--- src/rtl/rv32i_types.sv ---
// Shared types for the branch-resolution back end: per-entry prediction metadata,
// resolver FSM states and the next-PC helper used by both predicted and actual paths.
package rv32i_types;

  localparam int SIZE_GLOBAL      = 8;
  localparam int DEPTH_BR_RESOLVE = 8;

  typedef struct packed {
    logic [31:0]            pc;
    logic                   pred_taken;
    logic [31:0]            pred_target;
    logic [SIZE_GLOBAL-1:0] hist;
  } br_meta_t;

  typedef enum logic {
    RUN   = 1'b0,
    FLUSH = 1'b1
  } br_state_t;

  function automatic logic [31:0] next_pc(input logic taken, input logic [31:0] target,
                                          input logic [31:0] pc);
    return taken ? target : pc + 32'd4;
  endfunction

endpackage

--- src/rtl/br_resolver_if.sv ---
// Fetch push, execute resolve and predictor update bundle around br_resolver.
// slave is the resolver side; master is the fetch/execute/predictor side.
interface br_resolver_if
  import rv32i_types::*;
#(
  parameter int DEPTH  = DEPTH_BR_RESOLVE,
  parameter int HIST_W = SIZE_GLOBAL
);
  logic                     push_valid;
  logic [31:0]              push_pc;
  logic                     push_pred_taken;
  logic [31:0]              push_pred_target;
  logic [HIST_W-1:0]        push_hist;
  logic                     push_ready;
  logic                     res_valid;
  logic [31:0]              res_pc;
  logic                     res_is_br;
  logic                     res_taken;
  logic [31:0]              res_target;
  logic                     updating;
  logic                     br_op;
  logic [31:0]              update_pc;
  logic                     br_en;
  logic [HIST_W-1:0]        br_history_old;
  logic                     pred_correct;
  logic                     flush;
  logic [31:0]              redirect_pc;
  logic                     order_err;
  logic [$clog2(DEPTH):0]   count;

  modport slave (
    input  push_valid, push_pc, push_pred_taken, push_pred_target, push_hist,
    input  res_valid, res_pc, res_is_br, res_taken, res_target,
    output push_ready, updating, br_op, update_pc, br_en, br_history_old,
    output pred_correct, flush, redirect_pc, order_err, count
  );

  modport master (
    output push_valid, push_pc, push_pred_taken, push_pred_target, push_hist,
    output res_valid, res_pc, res_is_br, res_taken, res_target,
    input  push_ready, updating, br_op, update_pc, br_en, br_history_old,
    input  pred_correct, flush, redirect_pc, order_err, count
  );
endinterface

--- src/rtl/br_meta_fifo.sv ---
// Synchronous FIFO with single-cycle clear; the caller only pushes when not full
// and only pops when not empty. DEPTH must be a power of two so pointers wrap freely.
module br_meta_fifo #(
  parameter int DEPTH = 8,
  parameter int WIDTH = 73
) (
  input  logic                     clk,
  input  logic                     rst,
  input  logic                     clear,
  input  logic                     push,
  input  logic                     pop,
  input  logic [WIDTH-1:0]         wdata,
  output logic [WIDTH-1:0]         rdata,
  output logic                     full,
  output logic                     empty,
  output logic [$clog2(DEPTH):0]   count
);
  localparam int AW = $clog2(DEPTH);

  logic [WIDTH-1:0] mem [DEPTH];
  logic [AW-1:0]    wr_ptr, rd_ptr;
  logic [AW:0]      cnt;

  // NOTE: the storage array has no reset; occupancy and pointers decide which
  // entries are live, so stale contents are never observed.
  always_ff @(posedge clk) begin
    if (push) mem[wr_ptr] <= wdata;
  end

  // NOTE: sequential state uses non-blocking assignments so every register
  // samples pre-edge values regardless of statement order.
  always_ff @(posedge clk) begin
    if (rst || clear) begin
      wr_ptr <= '0;
      rd_ptr <= '0;
      cnt    <= '0;
    end else begin
      if (push) wr_ptr <= wr_ptr + AW'(1);
      if (pop)  rd_ptr <= rd_ptr + AW'(1);
      case ({push, pop})
        2'b10:   cnt <= cnt + (AW+1)'(1);
        2'b01:   cnt <= cnt - (AW+1)'(1);
        default: cnt <= cnt;
      endcase
    end
  end

  assign rdata = mem[rd_ptr];
  assign full  = (cnt == (AW+1)'(DEPTH));
  assign empty = (cnt == '0);
  assign count = cnt;
endmodule

--- src/rtl/br_resolver.sv ---
// Holds prediction metadata for in-flight control-flow instructions, checks each
// resolve against the oldest entry, trains the predictor and raises flush/redirect.
module br_resolver
  import rv32i_types::*;
#(
  parameter int DEPTH  = DEPTH_BR_RESOLVE,
  parameter int HIST_W = SIZE_GLOBAL
) (
  input  logic           clk,
  input  logic           rst,
  br_resolver_if.slave   io
);
  localparam int CW = $clog2(DEPTH) + 1;

  br_state_t         state_q, state_d;
  br_meta_t          wmeta, head;
  logic [HIST_W-1:0] head_hist;
  logic [CW-1:0]     count;
  logic              full, empty, fifo_push, fifo_pop, clear;
  logic              res_fire, err_c, ok_c, mispred_c;
  logic [31:0]       actual_next;

  always_comb begin
    wmeta.pc          = io.push_pc;
    wmeta.pred_taken  = io.push_pred_taken;
    wmeta.pred_target = io.push_pred_target;
    wmeta.hist        = io.push_hist;
  end

  br_meta_fifo #(.DEPTH(DEPTH), .WIDTH($bits(br_meta_t))) u_fifo (
    .clk   (clk),
    .rst   (rst),
    .clear (clear),
    .push  (fifo_push),
    .pop   (fifo_pop),
    .wdata (wmeta),
    .rdata (head),
    .full  (full),
    .empty (empty),
    .count (count)
  );

  assign head_hist   = head.hist;
  assign actual_next = next_pc(io.res_taken, io.res_target, io.res_pc);
  assign io.count    = count;

  always_ff @(posedge clk) begin
    if (rst) state_q <= RUN;
    else     state_q <= state_d;
  end

  always_comb begin
    // NOTE: every signal gets a default before the case so no path leaves one
    // unassigned, which would otherwise infer a latch.
    state_d       = state_q;
    io.push_ready = 1'b0;
    res_fire      = 1'b0;
    err_c         = 1'b0;
    ok_c          = 1'b0;
    mispred_c     = 1'b0;
    clear         = 1'b0;
    fifo_pop      = 1'b0;
    fifo_push     = 1'b0;
    case (state_q)
      RUN: begin
        io.push_ready = !full;
        res_fire      = io.res_valid;
        err_c         = res_fire && (empty || (io.res_pc != head.pc));
        ok_c          = res_fire && !err_c && (io.res_taken == head.pred_taken) &&
                        (!io.res_taken || (io.res_target == head.pred_target));
        mispred_c     = res_fire && !ok_c;
        // A mispredict wipes the queue, including anything fetched this cycle.
        clear         = mispred_c;
        fifo_pop      = res_fire && !empty && !mispred_c;
        fifo_push     = io.push_valid && !full && !mispred_c;
        if (mispred_c) state_d = FLUSH;
      end
      FLUSH: state_d = RUN;
    endcase
  end

  always_ff @(posedge clk) begin
    if (rst) begin
      io.updating       <= 1'b0;
      io.br_op          <= 1'b0;
      io.update_pc      <= '0;
      io.br_en          <= 1'b0;
      io.br_history_old <= '0;
      io.pred_correct   <= 1'b0;
      io.flush          <= 1'b0;
      io.redirect_pc    <= '0;
      io.order_err      <= 1'b0;
    end else begin
      io.updating       <= res_fire && !err_c;
      io.br_op          <= res_fire && io.res_is_br;
      io.update_pc      <= res_fire ? io.res_pc : '0;
      io.br_en          <= res_fire && io.res_taken;
      io.br_history_old <= (res_fire && !err_c) ? head_hist : '0;
      io.pred_correct   <= ok_c;
      io.flush          <= mispred_c;
      io.redirect_pc    <= mispred_c ? actual_next : '0;
      io.order_err      <= err_c;
    end
  end
endmodule

--- src/flat_wrapper.sv ---
// flat-port wrapper written by rule: the top's interface ports become plain ports
module br_resolver_flat import rv32i_types::*;
#(
  parameter int DEPTH  = DEPTH_BR_RESOLVE,
  parameter int HIST_W = SIZE_GLOBAL
)
  (clk, rst, io_push_valid, io_push_pc, io_push_pred_taken, io_push_pred_target, io_push_hist, io_res_valid, io_res_pc, io_res_is_br, io_res_taken, io_res_target, io_push_ready, io_updating, io_br_op, io_update_pc, io_br_en, io_br_history_old, io_pred_correct, io_flush, io_redirect_pc, io_order_err, io_count);
  br_resolver_if #(.DEPTH(DEPTH), .HIST_W(HIST_W)) io_i ();
  input  logic clk;
  input  logic rst;
  input wire logic [$bits(io_i.push_valid)-1:0] io_push_valid;
  input wire logic [$bits(io_i.push_pc)-1:0] io_push_pc;
  input wire logic [$bits(io_i.push_pred_taken)-1:0] io_push_pred_taken;
  input wire logic [$bits(io_i.push_pred_target)-1:0] io_push_pred_target;
  input wire logic [$bits(io_i.push_hist)-1:0] io_push_hist;
  input wire logic [$bits(io_i.res_valid)-1:0] io_res_valid;
  input wire logic [$bits(io_i.res_pc)-1:0] io_res_pc;
  input wire logic [$bits(io_i.res_is_br)-1:0] io_res_is_br;
  input wire logic [$bits(io_i.res_taken)-1:0] io_res_taken;
  input wire logic [$bits(io_i.res_target)-1:0] io_res_target;
  output wire logic [$bits(io_i.push_ready)-1:0] io_push_ready;
  output wire logic [$bits(io_i.updating)-1:0] io_updating;
  output wire logic [$bits(io_i.br_op)-1:0] io_br_op;
  output wire logic [$bits(io_i.update_pc)-1:0] io_update_pc;
  output wire logic [$bits(io_i.br_en)-1:0] io_br_en;
  output wire logic [$bits(io_i.br_history_old)-1:0] io_br_history_old;
  output wire logic [$bits(io_i.pred_correct)-1:0] io_pred_correct;
  output wire logic [$bits(io_i.flush)-1:0] io_flush;
  output wire logic [$bits(io_i.redirect_pc)-1:0] io_redirect_pc;
  output wire logic [$bits(io_i.order_err)-1:0] io_order_err;
  output wire logic [$bits(io_i.count)-1:0] io_count;
  assign io_i.push_valid = io_push_valid;
  assign io_i.push_pc = io_push_pc;
  assign io_i.push_pred_taken = io_push_pred_taken;
  assign io_i.push_pred_target = io_push_pred_target;
  assign io_i.push_hist = io_push_hist;
  assign io_i.res_valid = io_res_valid;
  assign io_i.res_pc = io_res_pc;
  assign io_i.res_is_br = io_res_is_br;
  assign io_i.res_taken = io_res_taken;
  assign io_i.res_target = io_res_target;
  assign io_push_ready = io_i.push_ready;
  assign io_updating = io_i.updating;
  assign io_br_op = io_i.br_op;
  assign io_update_pc = io_i.update_pc;
  assign io_br_en = io_i.br_en;
  assign io_br_history_old = io_i.br_history_old;
  assign io_pred_correct = io_i.pred_correct;
  assign io_flush = io_i.flush;
  assign io_redirect_pc = io_i.redirect_pc;
  assign io_order_err = io_i.order_err;
  assign io_count = io_i.count;
  br_resolver #(.DEPTH(DEPTH), .HIST_W(HIST_W)) u_core (.clk(clk), .rst(rst), .io(io_i));
endmodule
--- config.mk ---
export PLATFORM = sky130hd
export DESIGN_NAME = br_resolver_flat
export DESIGN_NICKNAME = d
export VERILOG_FILES = /design/src/rtl/rv32i_types.sv /design/src/rtl/br_resolver_if.sv /design/src/rtl/br_meta_fifo.sv /design/src/rtl/br_resolver.sv /design/src/flat_wrapper.sv
export SDC_FILE = /design/constraint.sdc
export NUM_CORES = 1
export LEC_CHECK = 0
export ABC_CLOCK_PERIOD_IN_PS = 10800
export BUFFER_PORTS_ARGS = -buffer_cell sky130_fd_sc_hd__clkbuf_2
export CORE_MARGIN = 4
export CORE_UTILIZATION = 55
export CTS_BUF_LIST = sky130_fd_sc_hd__clkbuf_16
export DETAILED_ROUTE_END_ITERATION = 8
export PLACE_DENSITY = 0.72
export RECOVER_POWER = 100
export SYNTH_ARGS = -nofsm -noshare
export SYNTH_HDL_FRONTEND = slang
export SYNTH_HIERARCHICAL = 1
export SYNTH_SLANG_ARGS = --single-unit
--- constraint.sdc ---
create_clock -name clk -period 10.8 [get_ports clk]
set_input_delay 1.62 -clock clk [delete_from_list [all_inputs] [get_ports clk]]
set_output_delay 1.62 -clock clk [all_outputs]
set_load 0.03 [all_outputs]
After elaboration in Yosys (flattened, before gate mapping). Memories as Yosys holds them, arrays and structs flattened. A register that Yosys moved wholly into a read port is not among the register bits. Cells that the tools add are included.

Flip-flop bits (word level): 89. Memory bits (writable): 584. Output and inout port bits: 83. Word-level logic and storage cells: 71. Memories: 1.

$add $sub $neg: 5. Eq/ne operators: 6. Mux-type cells: 14. Bitwise gates (word level): 4. Reduce and logical (&&, ||, !) cells: 28.

Memory list: u_core.u_fifo.mem (depth 8, width 73, rd ports 1, clocked after memory_dff 1, wr ports 1, RTL line br_meta_fifo.sv:20) `logic [WIDTH-1:0] mem [DEPTH];`.

Operators by type and width (number): $add A32 B3 Y32 const B (1); $eq A32 B32 Y1 (1); $mux W32 (1); $ne A32 B32 Y1 (1); $logic_and A1 B1 Y1 (12); $mux W1 (9); $pmux W4 S2 (1); $reduce_or A2 Y1 (4); $logic_not A1 Y1 (7); $add A3 B1 Y3 const B (2); $mux W3 (2); $add A4 B1 Y4 const B (1); $eq A4 B4 Y1 const B (1); $logic_not A4 Y1 (1); $not A1 Y1 (4); $sub A4 B1 Y4 const B (1); $logic_or A1 B1 Y1 (3); $eq A2 B1 Y1 const B (1); $eq A2 B2 Y1 const B (1); $pmux W1 S2 (1); $reduce_bool A2 Y1 (1); $eq A1 B1 Y1 (1).

Longest topological paths before layout.
Word-level depth: 14. Gate-level depth with buffers: 18. Gate-level depth less buffers: 16.

Cells and area by module. The synthesis kept the hierarchy.

Modules (own cells, without submodules): br_meta_fifo (instances 1, cells an instance 917, area each 23113.4 um^2, seq. area each 17797.1 um^2); br_resolver (instances 1, cells an instance 407, area each 3743.6 um^2, seq. area each 1561.5 um^2).

Least setup slack after synthesis. OpenSTA, ideal clock, no wires.

Path kind: in2reg. Start point: in io_res_target[2]. End point: mem u_core.u_fifo.mem[0][0] (enable). Library setup time: 594 ps. Arrival time: 8214 ps. Required time: 10206 ps. Setup slack: 1992 ps. Stages: 8. Path through: xor2_1 > nor4_1 > nand4_1 > or4_4 > a21oi_1 > o211a_1 > nand2b_1 > nor3_1.

Word-level cells in the longest chain between the ends: 10.

RTL lines: start: declaration (RTL line flat_wrapper.sv:20) `input wire logic [$bits(io_i.res_target)-1:0] io_res_target;`; $eq A32 B32 Y1 (RTL line br_resolver.sv:70) `(!io.res_taken || (io.res_target == head.pred_target));`; $logic_or A1 B1 Y1 (RTL line br_resolver.sv:70); $logic_and A1 B1 Y1 (RTL line br_resolver.sv:69) `ok_c = res_fire && !err_c && (io.res_taken == head.pred_taken) &&`; $logic_not A1 Y1 (RTL line br_resolver.sv:71) `mispred_c = res_fire && !ok_c;`; $logic_and A1 B1 Y1 (RTL line br_resolver.sv:71); $logic_not A1 Y1 (RTL line br_resolver.sv:75) `fifo_push = io.push_valid && !full && !mispred_c;`; $logic_and A1 B1 Y1 (RTL line br_resolver.sv:75); $mux W1 (RTL line br_resolver.sv:64) `case (state_q)`; net u_core.fifo_push (RTL line br_resolver.sv:19) `logic full, empty, fifo_push, fifo_pop, clear;`; $mux W1 (RTL line br_meta_fifo.sv:27) `if (push) mem[wr_ptr] <= wdata;`; $mux W1 (implied by the code) (RTL line br_meta_fifo.sv:27); end: declaration (RTL line br_meta_fifo.sv:20).

The timed path passes the listed nets, and every way through them passes these cells.

==> results.md <==
Yosys:
- When the netlist entered floorplanning its net count stood at around 1.5k.
- During synthesis, Yosys emitted a total of 6 warnings.
- Summing the sequential cell areas from Yosys gives 72.1% of the chip area.
- In this run the biggest area consumer among cell types represents 65.3% of the synthesized area.
- The leading register cell type out of synthesis is edfxtp_1.
- Synthesis handed over a netlist of 1324 instances.
- The synthesized flop and latch total is approximately 680.
- The leading area contributor after synthesis is edfxtp_1.
- After synthesis, the netlist uses 44 different library cells.
- The async set-reset flop share out of synthesis is 0%.
- Ranked by total cell area, the synthesized netlist is headed by edfxtp_1 65%, mux4_1 11%, dfxtp_1 6.8%.
- Yosys mapped a number of flops with a built-in enable equal to 584.
- The post-synthesis instance area is 26900 µm².
- The synthesized area per cell is 20.3 µm².

STA:
- The final critical path takes up between 70% and 80% of the cycle.
- The achievable frequency is 0.121 GHz.
- The worst slew margin relative to its limit is -77.1%.
- At the pin with the least slew margin, the transition time is 2650 ps.
- Setup repair after global routing left no endpoint under its margin.
- The number of slew-limit violations in the final report is ~160.
- On the final layout, the worst clock skew is roughly 28 ps.
- The clock period minus worst slack is 8250 ps.
- The number of hold violations in the final report is 0.
- The number of setup violations in the final report is 0.
- For the final routed database, the setup TNS stands at 0 ps.

Floorplan:
- From left edge to right edge, the die measures 229 µm.
- In this run the count of I/O pins placed on the die edge is 226.
- The die area is 52400 µm².
- The core region is 48000 µm².
- The starting utilization of the core area is 55.9%.
- The floorplan die height is 229 µm.
- The initialized floorplan defines 80 standard-cell rows.

Clock tree:
- In this run the number of H-tree levels came out at 3.
- The clock slew seen by the registers of the worst setup and hold paths is approximately 50 ps.
- The TritonCTS clock tree is done.
- Buffers inserted during clock tree synthesis total 70.
- Gates resized during post-CTS repair numbered 0.
- At the later pin of the worst-skew pair, clock insertion delay measures about 600 ps.
- The number of hold buffers added after cts is 0.
- CTS placed an instance of clkbuf_16 at the clock tree root.
- Counting every sink on the clock net gives 675.
- In this run the post-CTS setup repair buffer count came out at 0.
- The maximum count of clock buffers along a single path is 3.

Place:
- The routability congestion estimate is 0.821.
- Port buffering added approximately 230 buffers.
- Once detailed placement completed, the half-perimeter wirelength came to 37100 µm.
- The number of placed instances, taps included, is 2123.

Job:
- Across the run, the number of max-cap violations was 4.

Cells and area:
- The area growth from synthesis to layout is 13.1%.
- Cells with a size suffix above 1 make up between 10% and 20% of the layout.
- In the final design database the tool counted roughly 1.7k nets.
- Once layout is complete, the cells apart from fillers number 2252.
- The filler cells instantiated in the layout total roughly 3.4k.
- The repair_antennas step left the layout with diodes totalling 0.

Power:
- The total power consumption of the routed design is ~5300 µW.
- The reported leakage power is 0.00991 µW.
- The worst voltage drop across the vdd grid is ~0.11 mV.
- Dividing total power by cell area gives a power density of between 150 and 200 nW/µm².

Critical path:
- The critical path is of the reg -> reg type.
- The critical path data arrival time is 8440 ps.
- For the worst setup path, the data required time is 11000 ps.
- Of all nets on the critical path, the largest fanout is 53.
- Traced cell by cell, the critical path runs through buf_4, mux4_1, mux2_2, xor2_1, nor4_1, nand4_1, or4_1, a21oi_1, o211a_1, nand2_1, nor2_4, buf_4.
- STA classifies the critical path endpoint as a flop.
- The master of the slowest instance on the critical path is dfxtp_1.
- The critical path startpoint category is a flop.
- Among the stages of the critical path, the cell type that occurs most often is buf_4.
- For this run, the slowest stage of the critical path takes 2120 ps.

Global route:
- The total overflow left after global routing is 0.
- The number of antenna violations at the first check in global routing is 10.
- The number of global-route vias before repair is 13.5k.
- Entering global routing, the biggest net connects slightly above 60 pins.
- The wire length of the first global-routing pass is 89400 µm.
- The overall fraction of global-route tracks in use is 23.0%.

Drt:
- The count of nets left with antenna violations once routing finished came out at 0.
- The detailed router finished its first iteration with roughly 1.3k violations.
- The length of the first detailed-routing pass in iterations is 5.
- After detailed routing, the number of vias per cell comes to 6.07.
- Dividing the detail-routed wire length by the instance count gives 26.8 µm.
- The routed layout has between 10k and 15k vias.
- The routed design has 60400 µm of wire.
- The number of DRC violations after detailed routing is 0.

Run status:
- The final reports fail on max-capacitance violations, max-slew violations.
- The flow ran to the end, but the final reports show violations.

Hold path:
- In this run the worst hold path is classified as reg -> reg.
[synth_stat cells, types with 2 or more instances]
library cell / number
edfxtp_1: 584
mux4_1: 109
dfxtp_1: 91
mux2_2: 73
xnor2_1: 60
nor2_1: 48
and2_1: 41
xor2_1: 39
mux4_2: 37
nor3_1: 31
o21ai_0: 26
buf_6: 21
clkbuf_1: 20
nand3_1: 17
nand4_1: 17
clkbuf_8: 14
nand2_1: 13
and3_1: 11
nor4_1: 10
mux2i_1: 8
buf_2: 6
ha_1: 6
nand2b_1: 5
a211oi_1: 4
a21oi_1: 4
and4_1: 3
nor3_2: 3
or2_2: 3
clkbuf_4: 2
inv_1: 2
nand3b_1: 2
nor4b_1: 2
[critical path: cells and delay by family (launching register included)]
kind / cells / cell delay, ps
flip-flops: 1 / 2120
multiplexers: 2 / 940
XOR/XNOR: 1 / 160
buffers and inverters: 2 / 1590
AND/OR/NAND/NOR: 5 / 2420
AO/OA/AOI/OAI: 2 / 540
[final cells by class]
class / count / area (µm²) / share of cell area [%]
clock inverter: 56 / 365 / 1.20
inverter: 3 / 11.3 / 0.0371
clock buffer: 73 / 1830 / 6.01
tap: 615 / 769 / 2.53
timing repair buffer: 249 / 1100 / 3.62
multi-input combinational: 581 / 6940 / 22.9
sequential: 675 / 19400 / 63.7
[worst paths after layout]
| check | startpoint | to | slack (ps) | depth (start not counted) |
|---|---|---|---|---|
| setup / recovery | flop | u_core/u_fifo/mem[7][14] | 2550 | 12 |
| hold / removal | u_core/u_fifo/count[3] | u_core/u_fifo/count[3] | 520 | 2 |
| setup reg to reg | flop | u_core/u_fifo/mem[7][14] | 2550 | 12 |
| hold reg to reg | u_core/u_fifo/count[3] | u_core/u_fifo/count[3] | 520 | 2 |
[metal layers]
layer,routed length [µm],share of wire (%),track usage (%)
met1,25200,42,32.9
met2,27500,46,34.3
met3,6090,10,7.31
met4,1490,2.5,7.06
met5,110,0.18,0
[cell usage in the layout, fill, tap and decap left out, drive strengths merged]
cell type  netlist  routed
edfxtp         584     584
clkbuf          36     301
mux4           146     146
dfxtp           91      91
mux2            73      73
xnor2           60      60
nor2            48      48
and2            41      41
xor2            39      39
nor3            34      34
inv              2      31
o21ai           26      26
clkinv           1      23
buf             27      21
nand4           17      17
nand3           17      17
nand2           13      13
and3            11      11
nor4            10      10
mux2i            8       8
ha               6       6
nand2b           5       5
a211oi           5       5
bufinv           0       4
a21oi            4       4
and4             3       3
or2              3       3
nand3b           2       2
nor4b            2       2
clkinvlp         0       1
or4              1       1
o211a            1       1
nor3b            1       1
o211ai           1       1
or3              1       1
a2111oi          1       1
o31ai            1       1
o41ai            1       1
[power breakdown]
part | internal (µW) | switching, µW | leakage [µW] | total, µW
clock network | 1320 | 947 | 0.00116 | 2270
registers | 2860 | 7.54 | 0.00601 | 2870
logic | 63.8 | 143 | 0.00273 | 207
total | 4240 | 1100 | 0.00991 | 5340
[registers in the layout, summed over array words and instances, names as in the netlist, named ones only]
register                  flops
u_core/u_fifo/mem           584
u_core/io.redirect_pc        32
u_core/io.update_pc          32
u_core/io.br_history_old      8
u_core/u_fifo/count           4
u_core/u_fifo/rd_ptr          3
u_core/u_fifo/wr_ptr          3
u_core/io.br_en               1
u_core/io.br_op               1
u_core/io.order_err           1
u_core/io.pred_correct        1
u_core/io.updating            1
u_core/state_q                1
[metrics by stage]
stage / utilization, % / worst slack, ps / cell area, µm² / hold WS [ps]
global placement: 59.2 / 4150 / 28400 / 489
global route: 63.2 / 2070 / 30400 / 530
CTS: 63.7 / 3980 / 30600 / 510
floorplan: - / 1990 / 26900 / 485
detailed placement: 59.2 / 4040 / 28400 / 499
finish: 63.2 / 2550 / 30400 / 522
[kinds of logic after synthesis]
family          synth area share [%]
flops                           72.1
mux                             17.1
simple gates                    4.22
xor+xnor                        3.23
buf+inv                         2.17
compound gates                 0.904
fa+ha+maj                      0.280
Note: power is estimated with default switching activity, not from simulation.
